File: src/rtl/mips_cpu_pkg.sv
// Shared types and default vectors for the MIPS core's program-counter logic.
package mips_cpu_pkg;

    // Next-PC selection presented by decode for the instruction at pc_out.
    typedef enum logic [1:0] {
        PC_SEQ    = 2'd0,
        PC_BRANCH = 2'd1,
        PC_JUMP   = 2'd2,
        PC_JR     = 2'd3
    } pc_ctrl_t;

    // Sequencer run state; HALTED is left only through reset.
    typedef enum logic {
        PC_RUN    = 1'b0,
        PC_HALTED = 1'b1
    } pc_state_t;

    // Default boot, exception and halt addresses (kseg1 boot ROM region).
    localparam logic [31:0] DEF_RESET_VECTOR = 32'hBFC0_0000;
    localparam logic [31:0] DEF_EXC_VECTOR   = 32'hBFC0_0380;
    localparam logic [31:0] DEF_HALT_ADDR    = 32'h0000_0000;

endpackage

File: src/rtl/mips_cpu_pc_target.sv
// Combinational redirect-target mux: branch, jump and jump-register targets
// for the instruction currently at pc_in, plus the pc+4 link base.
module mips_cpu_pc_target
    import mips_cpu_pkg::*;
#(
    parameter int ADDR_W = 32
) (
    input  logic [ADDR_W-1:0] pc_in,
    input  logic [31:0]       instr,
    input  logic [31:0]       reg_readdata,
    input  pc_ctrl_t          pc_ctrl,
    output logic [ADDR_W-1:0] pc_plus4,
    output logic [ADDR_W-1:0] target
);

    logic [ADDR_W-1:0] branch_offset;
    logic [ADDR_W-1:0] jump_target;

    // Opcode bits are decoded elsewhere; only imm16 / instr_index matter here.
    logic unused_opcode;
    assign unused_opcode = ^instr[31:26];

    assign pc_plus4      = pc_in + ADDR_W'(4);
    assign branch_offset = {{(ADDR_W-18){instr[15]}}, instr[15:0], 2'b00};
    // The region bits come from the delay-slot address, not the jump itself.
    assign jump_target   = {pc_plus4[ADDR_W-1:ADDR_W-4], instr[25:0], 2'b00};

    // Select the redirect target; SEQ yields pc+4 so the output is never stale.
    always_comb begin
        // NOTE: every always_comb output gets a default before any branch so no
        // path leaves it unassigned and a latch can never be inferred.
        target = pc_plus4;
        unique case (pc_ctrl)
            PC_SEQ:    target = pc_plus4;
            PC_BRANCH: target = pc_plus4 + branch_offset;
            PC_JUMP:   target = jump_target;
            PC_JR:     target = reg_readdata[ADDR_W-1:0];
            default:   target = pc_plus4;
        endcase
    end

endmodule

File: src/rtl/mips_cpu_pc_seq.sv
// Program-counter sequencer: sequential / branch / J / JR flow with optional
// branch delay slot, stall, exception redirect with EPC/BD capture, and halt.
module mips_cpu_pc_seq
    import mips_cpu_pkg::*;
#(
    parameter int                ADDR_W       = 32,
    parameter logic [ADDR_W-1:0] RESET_VECTOR = DEF_RESET_VECTOR,
    parameter logic [ADDR_W-1:0] EXC_VECTOR   = DEF_EXC_VECTOR,
    parameter logic [ADDR_W-1:0] HALT_ADDR    = DEF_HALT_ADDR,
    parameter bit                DELAY_SLOT   = 1'b1
) (
    input  logic              clk,
    input  logic              rst,
    input  logic              stall,
    input  pc_ctrl_t          pc_ctrl,
    input  logic [31:0]       instr,
    input  logic [31:0]       reg_readdata,
    input  logic              exc_req,
    output logic [ADDR_W-1:0] pc_out,
    output logic [ADDR_W-1:0] pc_plus4,
    output logic              active,
    output logic              in_delay_slot,
    output logic [ADDR_W-1:0] epc,
    output logic              exc_bd
);

    pc_state_t         state_q, state_d;
    logic [ADDR_W-1:0] pc_q, pc_d;
    logic [ADDR_W-1:0] pend_target_q, pend_target_d;
    logic              pend_valid_q, pend_valid_d;
    logic              in_ds_q, in_ds_d;
    logic [ADDR_W-1:0] epc_q, epc_d;
    logic              exc_bd_q, exc_bd_d;
    logic [ADDR_W-1:0] target;

    mips_cpu_pc_target #(
        .ADDR_W (ADDR_W)
    ) u_target (
        .pc_in        (pc_q),
        .instr        (instr),
        .reg_readdata (reg_readdata),
        .pc_ctrl      (pc_ctrl),
        .pc_plus4     (pc_plus4),
        .target       (target)
    );

    // Next-state logic in priority order: exception > stall > halt > redirect > sequential.
    always_comb begin
        state_d       = state_q;
        pc_d          = pc_q;
        pend_target_d = pend_target_q;
        pend_valid_d  = pend_valid_q;
        in_ds_d       = in_ds_q;
        epc_d         = epc_q;
        exc_bd_d      = exc_bd_q;

        if (state_q == PC_RUN) begin
            if (exc_req) begin
                // A faulting delay-slot instruction restarts at its branch.
                pc_d         = EXC_VECTOR;
                pend_valid_d = 1'b0;
                in_ds_d      = 1'b0;
                epc_d        = in_ds_q ? (pc_q - ADDR_W'(4)) : pc_q;
                exc_bd_d     = in_ds_q;
            end else if (!stall) begin
                if (pc_q == HALT_ADDR) begin
                    state_d = PC_HALTED;
                end else if (DELAY_SLOT) begin
                    if (pend_valid_q) begin
                        // Leaving the delay slot; any control in the slot is ignored.
                        pc_d         = pend_target_q;
                        pend_valid_d = 1'b0;
                        in_ds_d      = 1'b0;
                    end else if (pc_ctrl != PC_SEQ) begin
                        // Target (incl. JR's rs value) is captured now, at decode.
                        pend_target_d = target;
                        pend_valid_d  = 1'b1;
                        pc_d          = pc_plus4;
                        in_ds_d       = 1'b1;
                    end else begin
                        pc_d = pc_plus4;
                    end
                end else begin
                    pc_d = (pc_ctrl != PC_SEQ) ? target : pc_plus4;
                end
            end
        end
    end

    // State registers with synchronous active-high reset.
    always_ff @(posedge clk) begin
        // NOTE: flops are written only with non-blocking assignments so every
        // register samples pre-edge values regardless of statement order.
        if (rst) begin
            state_q       <= PC_RUN;
            pc_q          <= RESET_VECTOR;
            pend_target_q <= '0;
            pend_valid_q  <= 1'b0;
            in_ds_q       <= 1'b0;
            epc_q         <= '0;
            exc_bd_q      <= 1'b0;
        end else begin
            state_q       <= state_d;
            pc_q          <= pc_d;
            pend_target_q <= pend_target_d;
            pend_valid_q  <= pend_valid_d;
            in_ds_q       <= in_ds_d;
            epc_q         <= epc_d;
            exc_bd_q      <= exc_bd_d;
        end
    end

    assign pc_out        = pc_q;
    assign active        = (state_q == PC_RUN);
    assign in_delay_slot = in_ds_q;
    assign epc           = epc_q;
    assign exc_bd        = exc_bd_q;

endmodule

File: config.mk
export PLATFORM = sky130hd
export DESIGN_NAME = mips_cpu_pc_seq
export DESIGN_NICKNAME = d
export VERILOG_FILES = /design/src/rtl/mips_cpu_pkg.sv /design/src/rtl/mips_cpu_pc_target.sv /design/src/rtl/mips_cpu_pc_seq.sv
export SDC_FILE = /design/constraint.sdc
export NUM_CORES = 1
export LEC_CHECK = 0
export ABC_AREA = 1
export ABC_CLOCK_PERIOD_IN_PS = 5100
export BUFFER_PORTS_ARGS = -buffer_cell sky130_fd_sc_hd__buf_2
export CAP_MARGIN = 25
export CELL_PAD_IN_SITES_DETAIL_PLACEMENT = 2
export CELL_PAD_IN_SITES_GLOBAL_PLACEMENT = 2
export CORE_ASPECT_RATIO = 0.6
export CORE_UTILIZATION = 25
export CTS_CLUSTER_DIAMETER = 200
export CTS_CLUSTER_SIZE = 25
export DETAILED_ROUTE_END_ITERATION = 12
export HOLD_SLACK_MARGIN = 0.05
export MAX_ROUTING_LAYER = met4
export PLACE_DENSITY = 0.73
export SYNTH_ARGS = -nofsm -noshare
export SYNTH_HDL_FRONTEND = slang
export SYNTH_SLANG_ARGS = --single-unit
File: constraint.sdc
create_clock -name clk -period 5.1 [get_ports clk]
set_input_delay 1.53 -clock clk [delete_from_list [all_inputs] [get_ports clk]]
set_output_delay 1.53 -clock clk [all_outputs]
set_load 0.05 [all_outputs]
* Yosys cells after proc, flatten, opt, wreduce, memory -nomap -nowiden *
Cells that the tools add are included.

word-level totals
  output and inout port bits = 99
  word-level logic and storage cells = 48
  register bits after elaboration = 100
  input bits = 70

operators by class
  bitwise operators = 5
  add/sub/neg operators = 3
  equality and inequality tests = 5
  reductions and logical operators = 8
  muxes and demuxes = 20

operator list
  kind                     count
  $mux W32                 5
  $pmux W32 S4             1
  $add A32 B3 Y32 const B  1
  $add A32 B32 Y32         1
  $logic_not A32 Y1        1
  $sub A32 B3 Y32 const B  1
  $mux W1                  14
  $reduce_and A6 Y1        1
  $not A1 Y1               5
  $eq A2 B2 Y1 const B     2
  $reduce_and A4 Y1        1
  $reduce_and A3 Y1        1
  $reduce_bool A3 Y1       1
  $eq A2 B1 Y1 const B     1
  $logic_not A2 Y1         1
  $ne A2 B1 Y1 const B     1
  $ne A2 B2 Y1 const B     1
  $reduce_and A2 Y1        1
  $reduce_bool A2 Y1       1

* Logic depth before layout (Yosys ltp) *
Gate-level depths: netlist of run 1.

  word-level depth = 6
  mapped depth = 21
  gate-level depth less buffers = 21

* Hierarchy *
A second synthesis of run 1 with hierarchy kept.

second synthesis, totals
  cell total of the unflattened synthesis = 1518
  area total of the unflattened synthesis = 8795.9 µm²

modules (own cells, without submodules)
  module              seq. area each (µm²)  area an instance (µm²)  times used  cells an instance
  mips_cpu_pc_seq     2001.9                4954.8                  1           746
  mips_cpu_pc_target  0.0                   3841.2                  1           772

* Worst setup path before layout of run 1 *
OpenSTA, ideal clock, no wires.

  path type = register -> output
  from = reg pc_q[4] (netlist: pc_out[4])
  to = out pc_plus4[19]
  required time = 3570 ps
  stages on the path, launching flop included = 7
  path buffers = 1
  slack = 1201 ps
  data arrival time = 2369 ps
  cells stage by stage = dfxtp_1 -> buf_2 -> nand3_2 -> nor2_2 -> nand3_2 -> nor3_4 -> xor2_1

on the way
  word-level cells in the longest chain between the ends = 1

RTL lines
  item                    line                      source
  from (decl)             mips_cpu_pc_seq.sv:28     logic [ADDR_W-1:0] pc_q, pc_d;
  from (signal assigned)  mips_cpu_pc_seq.sv:104    pc_q <= pc_d;
  $add A32 B3 Y32         mips_cpu_pc_target.sv:23  assign pc_plus4 = pc_in + ADDR_W'(4);
  to (decl)               mips_cpu_pc_seq.sv:20     output logic [ADDR_W-1:0] pc_plus4,

No other way between the ends.

* Worst setup path in the final report of run 1 *
  from = reg pc_q[2] (netlist: pc_out[2])
  to = out pc_plus4[26]

The elaborated chain is that of the path after synthesis.

==> metrics.md, run 1 <==
| Metric | Value |
|---|---|
| Final setup TNS | `0 ns` |
| Root buf cell | `clkbuf_16` |
| Measured slew at the worst slew-check pin | `0.8449 ns` |
| Routed length per placed instance | `21.63 um` |
| Core Rows | `50` |
| CP dominant cell by count | `inv_1` |
| Kind of critical path | `flip-flop to output pin` |
| Critical path buffers and inverters | `3` |
| Sequential area share after synthesis | `24.68%` |
| Synth Area per Inst | `6.169 sq um` |
| Yosys warns | `0` |
| Max-Cap Viols | `0` |
| CTS Buffer Depth | `2` |
| Fmax | `0.2283 GHz` |
| Final setup violation count | `0` |
| Top FF cell, synth | `dfxtp_1` |
| Die X | `234.6 um` |
| Worst slew margin | `43.67%` |
| Synth-to-Final Area Change | `17.15%` |
| Max stage delay on crit path | `0.60 ns` |
| Sink Count | `100` |
| Yosys reg bits | `100` |
| Syn nets | `1,423` |
| First-pass GRT wire length | `59,840 um` |
| I/O Pins | `169` |
| Vias per cell | `5.158` |
| Core region area | `31,530 sq um` |
| Number of buffers created by CTS | `9` |
| Crit. End Element | `output pin` |
| Status | `finished clean` |
| CP Max Fanout | `10` |
| Initial core utilization | `25.73%` |
| H-Tree Depth | `3` |
| Largest net degree at the start of global routing | `63` |
| Number of DRC markers in iteration 0 | `549` |
| DRC | `0` |
| Total grt overflow | `0` |
| Worst skew pair latency | `0.39 ns` |
| Synth cell count leaders | `nand2_1, nor2_1, inv_1, a21oi_1, dfxtp_1` |
| Met3 wire len | `2319 um` |
| Fin. Hold Viols | `0` |
| Slew Limit Fails | `0` |
| Synth top area cells | `dfxtp_1, nand2_1, a21oi_1` |
| Synth cell types | `48` |
| Mapped cell area | `8113 sq um` |
| VDD IR max | `161.8 uV` |
| Overall fraction of global-route tracks in use | `25.03%` |
| Critical path data required time | `3.57 ns` |
| Worst Hold Margin | `0.4681 ns` |
| Vias in the first global route | `9,743` |
| Crit-path slowest cell | `dfxtp_1` |
| CTS tree | `done` |
| DR pass1 iterations | `5` |
| Startpoint types | `flip-flop` |
| Clock Skew | `0.01600 ns` |
| Port bufs | `162` |
| PostCTS Resize Cnt | `0` |
| Crit share post-route | `85.89%` |
| Initial antenna violation count | `1` |
| RSZ-0062 raised after global routing | `no` |
| Clock-pin slew on the worst setup and hold paths | `0.08 ns` |
| Top Layer Used | `met4` |
| Crit-path cells | `ha_1 > inv_1 > nor2_2 > nand3_1 > nand3b_1 > o21ai_0 > nand2_1 > inv_1 > buf_2` |
| Die area | `33,200 sq um` |
| EDFF count, synth | `0` |
| Share of cells above drive strength 1 | `16.24%` |
| Post-synth top area share | `24.68%` |
| Global placement routability congestion | `0.9010` |
| Top-count cell post-synth | `nand2_1` |
| Cells after synthesis | `1,315` |
| Synth area leader | `dfxtp_1` |
| Metal2 WL | `16,520 um` |
| Setup bufs post-CTS | `0` |
| Post-DP HPWL | `32,860 um` |
| DIE HEIGHT | `141.5 um` |
| Antenna-violating nets left | `0` |
| Routed met1 length | `21,010 um` |
| NumNets Final | `1,545` |
| Hold Crit Class | `flip-flop to flip-flop` |
| Critical path's top delay family | `simple AND/OR/NAND/NOR gates` |
| P_leak | `4.539 nW` |
| Share of synthesized registers carrying an async set or reset | `0%` |
| Tmin final | `4.380 ns` |
| CP arrival | `2.85 ns` |
| Pwr dens | `241.4 nW/um^2` |
| Via count | `9,584` |
| Routed wire length | `40,200 um` |
| Hold-fix buffers, CTS | `0` |
flip-flops by register name, indices dropped and copies added (netlist names):
signal,cells
exc_bd,1
state_q,1
pc_out,32
pend_target_q,32
in_delay_slot,1
pend_valid_q,1
epc,32
metal layers:
layer / up-vias / track usage, %
met4: 0 / 3.362
met3: 18 / 4.200
li1: 4546 / -
met2: 237 / 35.73
met1: 4783 / 37.09
met5: - / -
tightest hold or removal path: stages, from the launching register on:
cell	delay [ns]
dfxtp_1	0.30
inv_1	0.06
a21oi_1	0.06
cell families after synthesis:
kind of cell,share of synthesized area (%)
flops,24.68
xor+xnor,5.074
simple gates,33.51
fa+ha+maj,5.953
compound gates,20.03
buf+inv,10.75
where the power goes:
part / leakage [nW] / internal (W) / total [W] / switching, W
clock: 0.142 / 0.000379 / 0.000736 / 0.000356
sequential: 0.822 / 0.000826 / 0.000874 / 0.0000483
combinational: 3.58 / 0.000183 / 0.000684 / 0.000501
total: 4.54 / 0.00139 / 0.00229 / 0.000906
cell usage in the layout (no fill, tap or decap), types with 10 or more instances in the layout:
cell type  synthesis  routed
o21ai_0           83      83
nor3_1            28      28
nand2_1          327     327
inv_1            138     138
nor2_1           147     146
nand4_1           18      18
nor2_2            11      11
o21ai_1           20      20
xor2_1            42      42
a22o_1            11      11
inv_2             10      10
ha_1              37      37
buf_2             21     162
dfxtp_1          100     100
o211ai_1          16      16
a21oi_1          137     137
nand3_1           58      58
area by class of cell:
cell class	instances	area [sq um]
sequential	100	2002
multi-input combinational	1005	5246
clock inverter	6	65.06
tap	416	520.5
fill	3946	22030
timing repair buffer	171	878.3
clock buffer	9	225.2
antenna	1	2.502
inverter	150	564.3
stage by stage:
step / utilization [%] / instance area [sq um] / instances / setup slack (ns) / power [W]
floorplan: - / 8113 / 1315 / 1.201 / 0.001341
global placement: 29.21 / 9211 / 1842 / 1.183 / 0.001551
detailed placement: 29.21 / 9211 / 1842 / 1.153 / 0.001574
CTS: 30.13 / 9502 / 1857 / 0.7292 / 0.002306
global route: 30.14 / 9504 / 1858 / 0.5821 / 0.002404
finish: 30.14 / 9504 / 1858 / 0.7198 / 0.002295
worst paths after layout:
check | startpoint | to | slack, ns | cells past startpoint
hold reg to reg | pend_target_q[5]$_SDFFE_PP0P_ | pend_target_q[5]$_SDFFE_PP0P_ | 0.47 | 2
setup reg to reg | pc_out[2]$_SDFFE_PP0P_ | pend_target_q[24]$_SDFFE_PP0P_ | 1.13 | 16
hold / removal | pend_target_q[5]$_SDFFE_PP0P_ | pend_target_q[5]$_SDFFE_PP0P_ | 0.47 | 2
setup / recovery | pc_out[2]$_SDFFE_PP0P_ | pc_plus4[26] | 0.72 | 9
(Power assumes the default switching activity.)
==> run 2, diff against run 1 <==
- ABC_CLOCK_PERIOD_IN_PS: 5100 -> 4180
- clock period: 5.1 -> 4.18 ns (I/O delays scaled with it)
==> run 2 against run 1 <==
  * Register-to-register slack lost 0.70 ns
  * Utilization grew 0.32 points
  * Critical path type unchanged
  * Via count is essentially flat
  * Critical endpoint is now pc_plus4[23]
  * Largest cell class unchanged
  * Die area is the same
==> metrics.md, run 2 (same netlist as run 1, synthesis figures left out) <==
| Metric | Value |
|---|---|
| Post-DP HPWL | `32,730 um (-0.40%)` |
| Antenna-violating nets left | `0 (unchanged)` |
| Setup bufs post-CTS | `0 (unchanged)` |
| Core Rows | `50 (unchanged)` |
| Port bufs | `162 (unchanged)` |
| Most common cell after layout, fill and taps aside | `nand2_1` |
| CP arrival | `2.74 ns (-0.11 ns)` |
| Initial core utilization | `25.73% (unchanged)` |
| Final Non-Filler Cells | `1,871 (+0.70%)` |
| Kind of critical path | `flip-flop to output pin` |
| Switch share | `39.32% (-0.16 points)` |
| Critical path data required time | `2.93 ns (-0.64 ns)` |
| Tmin final | `3.995 ns` |
| Share of power burned in combinational logic | `31.1% (+1.3 points)` |
| CTS Buffer Depth | `2 (unchanged)` |
| P_leak | `4.592 nW (+1.2%)` |
| Flop pwr share | `39.0% (+0.9 points)` |
| Clock group share of total power | `29.9% (-2.2 points)` |
| PostCTS Resize Cnt | `0 (unchanged)` |
| CP Max Fanout | `7 (-3)` |
| Routed wire length | `39,810 um (-0.96%)` |
| Die X | `234.6 um (unchanged)` |
| Worst slew margin | `42.45% (-1.2 points)` |
| H-Tree Depth | `3 (unchanged)` |
| Clock Skew | `0.01118 ns (-0.004817 ns)` |
| Core region area | `31,530 sq um (unchanged)` |
| Internal power | `0.001657 W (+19%)` |
| Fin. Hold Viols | `0 (unchanged)` |
| Placed cell areas | `9314 sq um (+1.1%)` |
| Crit. End Element | `output pin` |
| Crit share post-route | `95.59%` |
| Status | `finished clean` |
| RSZ-0062 raised after global routing | `no` |
| FILL cells | `3,929 (-0.43%)` |
| Hold-fix buffers, CTS | `0 (unchanged)` |
| Die area | `33,200 sq um (unchanged)` |
| Startpoint types | `flip-flop` |
| Vias per cell | `5.125 (-0.65%)` |
| Largest net degree at the start of global routing | `63 (unchanged)` |
| Share of cells above drive strength 1 | `17.06% (+0.82 points)` |
| Multi-input logic area | `5261 sq um (+0.29%)` |
| Register Area | `2003 sq um (about the same)` |
| Number of DRC markers in iteration 0 | `643 (+17%)` |
| NumNets Final | `1,557 (+0.78%)` |
| Number of buffers created by CTS | `9 (unchanged)` |
| Overall fraction of global-route tracks in use | `24.69% (-0.34 points)` |
| Initial antenna violation count | `0 (-1)` |
| NetSw | `0.001074 W (+19%)` |
| First-pass GRT wire length | `59,510 um (-0.55%)` |
| DRC | `0 (unchanged)` |
| CTS tree | `done` |
| Final setup TNS | `0 ns (unchanged)` |
| Sink Count | `100 (unchanged)` |
| Total grt overflow | `0 (unchanged)` |
| DR pass1 iterations | `5 (unchanged)` |
| Max-Cap Viols | `0 (unchanged)` |
| VDD IR max | `158.6 uV (-1.9%)` |
| Final setup violation count | `0 (unchanged)` |
| Slew Limit Fails | `0 (unchanged)` |
| Hold Crit Class | `flip-flop to flip-flop` |
| Measured slew at the worst slew-check pin | `0.8622 ns (+0.01729 ns)` |
| Via count | `9,588 (+0.042%)` |
| Root buf cell | `clkbuf_16` |
| Fmax | `0.2503 GHz` |
| Global placement routability congestion | `0.8856 (-1.7%)` |
| Synth-to-Final Area Change | `18.38%` |
| Routed length per placed instance | `21.28 um (-1.6%)` |
| Pwr dens | `284.4 nW/um^2 (+18%)` |
| Vias in the first global route | `9,758 (+0.15%)` |
| Most frequent cells in the layout | `nand2_1, buf_2, nor2_1` |
| DIE HEIGHT | `141.5 um (unchanged)` |
| Clock-pin slew on the worst setup and hold paths | `0.07 ns (about the same)` |
| Final instance area | `9604 sq um (+1.1%)` |
| Placed cell count | `1,854 (+0.65%)` |
| Worst skew pair latency | `0.37 ns (-0.02 ns)` |
| I/O Pins | `169 (unchanged)` |
## run 2: changes by cell type in the layout (fill, tap and decap cells not counted), moves of 2 or more
cell      delta
xor2_1       -2
xor2_2       +2
buf_4       +11
clkbuf_1     +2
## run 2: critical path, cell delays in order (launching register included)
cell,delay (ns)
dfxtp_1,0.60
nand2_1,0.25
nor2_1,0.42
nand2_1,0.13
nor2_1,0.31
xor2_2,0.33
buf_2,0.33
## run 2: path summary, 6_finish.rpt
path,startpoint,endpoint,slack [ns],depth (start not counted)
worst min register to register,pend_target_q[6]$_SDFFE_PP0P_,pend_target_q[6]$_SDFFE_PP0P_,0.46,2
worst max-delay path,pc_out[19]$_SDFFE_PP0P_,pc_plus4[23],0.18,6
worst min-delay path,pend_target_q[6]$_SDFFE_PP0P_,pend_target_q[6]$_SDFFE_PP0P_,0.46,2
worst max register to register,pc_out[3]$_SDFFE_PP0P_,pend_target_q[24]$_SDFFE_PP0P_,0.43,15
## run 2: power by group through the flow
stage          Clock, W  Sequential [W]  Combinational, W
2_1_floorplan         0         0.00118          0.000457
3_3_place_gp          0         0.00108          0.000819
3_5_place_dp          0         0.00109          0.000841
4_1_cts        0.000840         0.00106          0.000847
5_1_grt        0.000874         0.00107          0.000921
6_report       0.000817         0.00107          0.000849
## run 2: layout make-up
class | count | share of cell area (%)
flip-flops and latches | 100 | 20.86
repair buffers | 183 | 10.21
diodes | 1 | 0.02606
inverters | 150 | 5.875
multi-input cells | 1005 | 54.78
clock buffers | 12 | 2.566
clock inverters | 4 | 0.2606
well taps | 416 | 5.419
## run 2: layer usage
layer  track usage [%]  share of wire [%]
met5                 -                  0
met4             3.667                1.1
met1             37.02                 54
met2             34.60                 40
met3             4.080                4.8
## run 2: per-stage QoR
stage / hold WS [ns] / setup slack [ns] / power (W) / util, %
6_report: 0.4573 / 0.1845 / 0.002731 / 30.46
5_1_grt: 0.4862 / 0.002598 / 0.002867 / 30.45
4_1_cts: 0.4642 / 0.07575 / 0.002751 / 30.40
3_5_place_dp: 0.4535 / 0.4409 / 0.001927 / 29.54
3_3_place_gp: 0.4464 / 0.5305 / 0.001903 / 29.54
2_1_floorplan: 0.4298 / 0.4124 / 0.001636 / -
==> run 3, diff against run 2 <==
- PLACE_DENSITY: 0.73 -> unset
- PLACE_DENSITY_LB_ADDON: unset -> 0.1
==> run 3 against run 2 <==
  * Cell area grew 0.38%
  * Total power grew 3.4%
  * Largest cell class unchanged
  * Setup slack lost 0.055 ns
==> metrics.md, run 3 (same netlist as run 1, synthesis figures left out) <==
| Metric | Value |
|---|---|
| Status | `finished clean` |
| Die area | `33,200 sq um (unchanged)` |
| Crit. End Element | `output pin` |
| CP Max Fanout | `9 (+2)` |
| Layout Utilization | `30.58% (+0.12 points)` |
| Overall fraction of global-route tracks in use | `25.39% (+0.70 points)` |
| CP arrival | `2.80 ns (+0.06 ns)` |
| Vias per cell | `5.058 (-1.3%)` |
| Max-Cap Viols | `0 (unchanged)` |
| Measured slew at the worst slew-check pin | `0.8610 ns (-0.001286 ns)` |
| Most common cell after layout, fill and taps aside | `nand2_1` |
| Flop2flop setup slack | `0.40 ns (-0.03 ns)` |
| Critical path data required time | `2.93 ns (about the same)` |
| I/O Pins | `169 (unchanged)` |
| Sink Count | `100 (unchanged)` |
| Share of power burned in combinational logic | `29.9% (-1.2 points)` |
| Share of cells above drive strength 1 | `17.16% (+0.10 points)` |
| Startpoint types | `flip-flop` |
| Total grt overflow | `0 (unchanged)` |
| Root buf cell | `clkbuf_16` |
| DRC | `0 (unchanged)` |
| Slew Limit Fails | `0 (unchanged)` |
| Clock group share of total power | `32.4% (+2.5 points)` |
| Antenna-violating nets left | `0 (unchanged)` |
| Clock Skew | `0.008832 ns (-0.002348 ns)` |
| Kind of critical path | `flip-flop to output pin` |
| Worst slew margin | `42.16% (-0.29 points)` |
| Core Rows | `50 (unchanged)` |
| Flop pwr share | `37.7% (-1.3 points)` |
| CTS Buffer Depth | `2 (unchanged)` |
| Number of DRC markers in iteration 0 | `505 (-21%)` |
| Routed length per placed instance | `21.56 um (+1.3%)` |
| Crit share post-route | `96.90% (+1.3 points)` |
| NumNets Final | `1,560 (+0.19%)` |
| Initial antenna violation count | `1 (+1)` |
| P_leak | `4.619 nW (+0.60%)` |
| Fmax | `0.2469 GHz (-1.4%)` |
| Initial core utilization | `25.73% (unchanged)` |
| Fin. Hold Viols | `0 (unchanged)` |
| Final setup violation count | `0 (unchanged)` |
| CTS tree | `done` |
| Die X | `234.6 um (unchanged)` |
| Post-DP HPWL | `33,350 um (+1.9%)` |
| Worst skew pair latency | `0.38 ns (about the same)` |
| Switch share | `38.65% (-0.68 points)` |
| Worst Hold Margin | `0.4753 ns (+0.01799 ns)` |
| Number of buffers created by CTS | `9 (unchanged)` |
| Core region area | `31,530 sq um (unchanged)` |
| Most frequent cells in the layout | `nand2_1, buf_2, nor2_1` |
| Via count | `9,478 (-1.1%)` |
| Final setup TNS | `0 ns (unchanged)` |
| Setup bufs post-CTS | `0 (unchanged)` |
| NetSw | `0.001092 W (+1.7%)` |
| VDD IR max | `164.6 uV (+3.8%)` |
| Vias in the first global route | `9,689 (-0.71%)` |
| Clock-pin slew on the worst setup and hold paths | `0.07 ns (about the same)` |
| Placed cell count | `1,857 (+0.16%)` |
| First-pass GRT wire length | `60,550 um (+1.8%)` |
| DIE HEIGHT | `141.5 um (unchanged)` |
| RSZ-0062 raised after global routing | `no` |
| Routed wire length | `40,410 um (+1.5%)` |
| Hold-fix buffers, CTS | `0 (unchanged)` |
| Tmin final | `4.050 ns (+0.05484 ns)` |
| Internal power | `0.001733 W (+4.6%)` |
| DR pass1 iterations | `5 (unchanged)` |
| Hold Crit Class | `flip-flop to flip-flop` |
| Synth-to-Final Area Change | `18.83%` |
| Port bufs | `162 (unchanged)` |
| Pwr dens | `293.0 nW/um^2 (+3.0%)` |
| Global placement routability congestion | `0.8893 (+0.42%)` |
| Final Non-Filler Cells | `1,874 (+0.16%)` |
| Largest net degree at the start of global routing | `63 (unchanged)` |
| H-Tree Depth | `3 (unchanged)` |
==> run 3: layout make-up <==
cell class	instances	area, sq um
fill	3978	21890
multi-input combinational	1005	5254
sequential	100	2003
timing repair buffer	186	991.0
inverter	150	564.3
tap	416	520.5
clock buffer	13	260.3
clock inverter	3	45.04
antenna	1	2.502
==> run 3: stage by stage <==
stage | power, W | worst slack [ns] | area (sq um)
5_1_grt | 0.002961 | 0.01092 | 9641
3_5_place_dp | 0.001926 | 0.2704 | 9324
2_1_floorplan | 0.001636 | 0.4124 | 8113
6_report | 0.002825 | 0.1297 | 9641
4_1_cts | 0.002848 | 0.05382 | 9637
3_3_place_gp | 0.001908 | 0.4026 | 9324
==> run 3: path summary, 6_finish.rpt <==
| kind | from | endpoint | cells after the start |
|---|---|---|---|
| worst min-delay path | pend_target_q[5]$_SDFFE_PP0P_ | pend_target_q[5]$_SDFFE_PP0P_ | 2 |
| worst min register to register | pend_target_q[5]$_SDFFE_PP0P_ | pend_target_q[5]$_SDFFE_PP0P_ | 2 |
| worst max-delay path | pc_out[3]$_SDFFE_PP0P_ | pc_plus4[30] | 9 |
| worst max register to register | pc_out[6]$_SDFFE_PP0P_ | pend_target_q[30]$_SDFFE_PP0P_ | 18 |
==> run 3: per-layer routing <==
metal	GRT usage [%]	wire, um	share of wire (%)
met1	38.23	22050	55
met2	34.86	15970	40
met3	4.361	1864	4.6
met4	4.618	527	1.3
met5	-	0	0
==> run 3: what timing repair did <==
item / in CTS / in global routing
resized for setup: 1 / 1
cloned: 0 / 0
setup endpoints to repair: 1 / 5
==> run 3: power by group through the flow <==
stage               sequential, W  clock (W)  combinational, W
CTS                       0.00106   0.000939          0.000845
global route              0.00107   0.000968          0.000922
finish                    0.00106   0.000916          0.000845
floorplan                 0.00118          0          0.000457
detailed placement        0.00109          0          0.000840
global placement          0.00109          0          0.000823
==> run 3: worst max-delay path: stages, from the launching register on <==
cell,delay [ns]
dfxtp_1,0.58
ha_1,0.27
inv_1,0.07
nor2_2,0.16
buf_4,0.17
and3_1,0.20
nand2_1,0.10
xor2_1,0.46
inv_1,0.17
buf_2,0.25
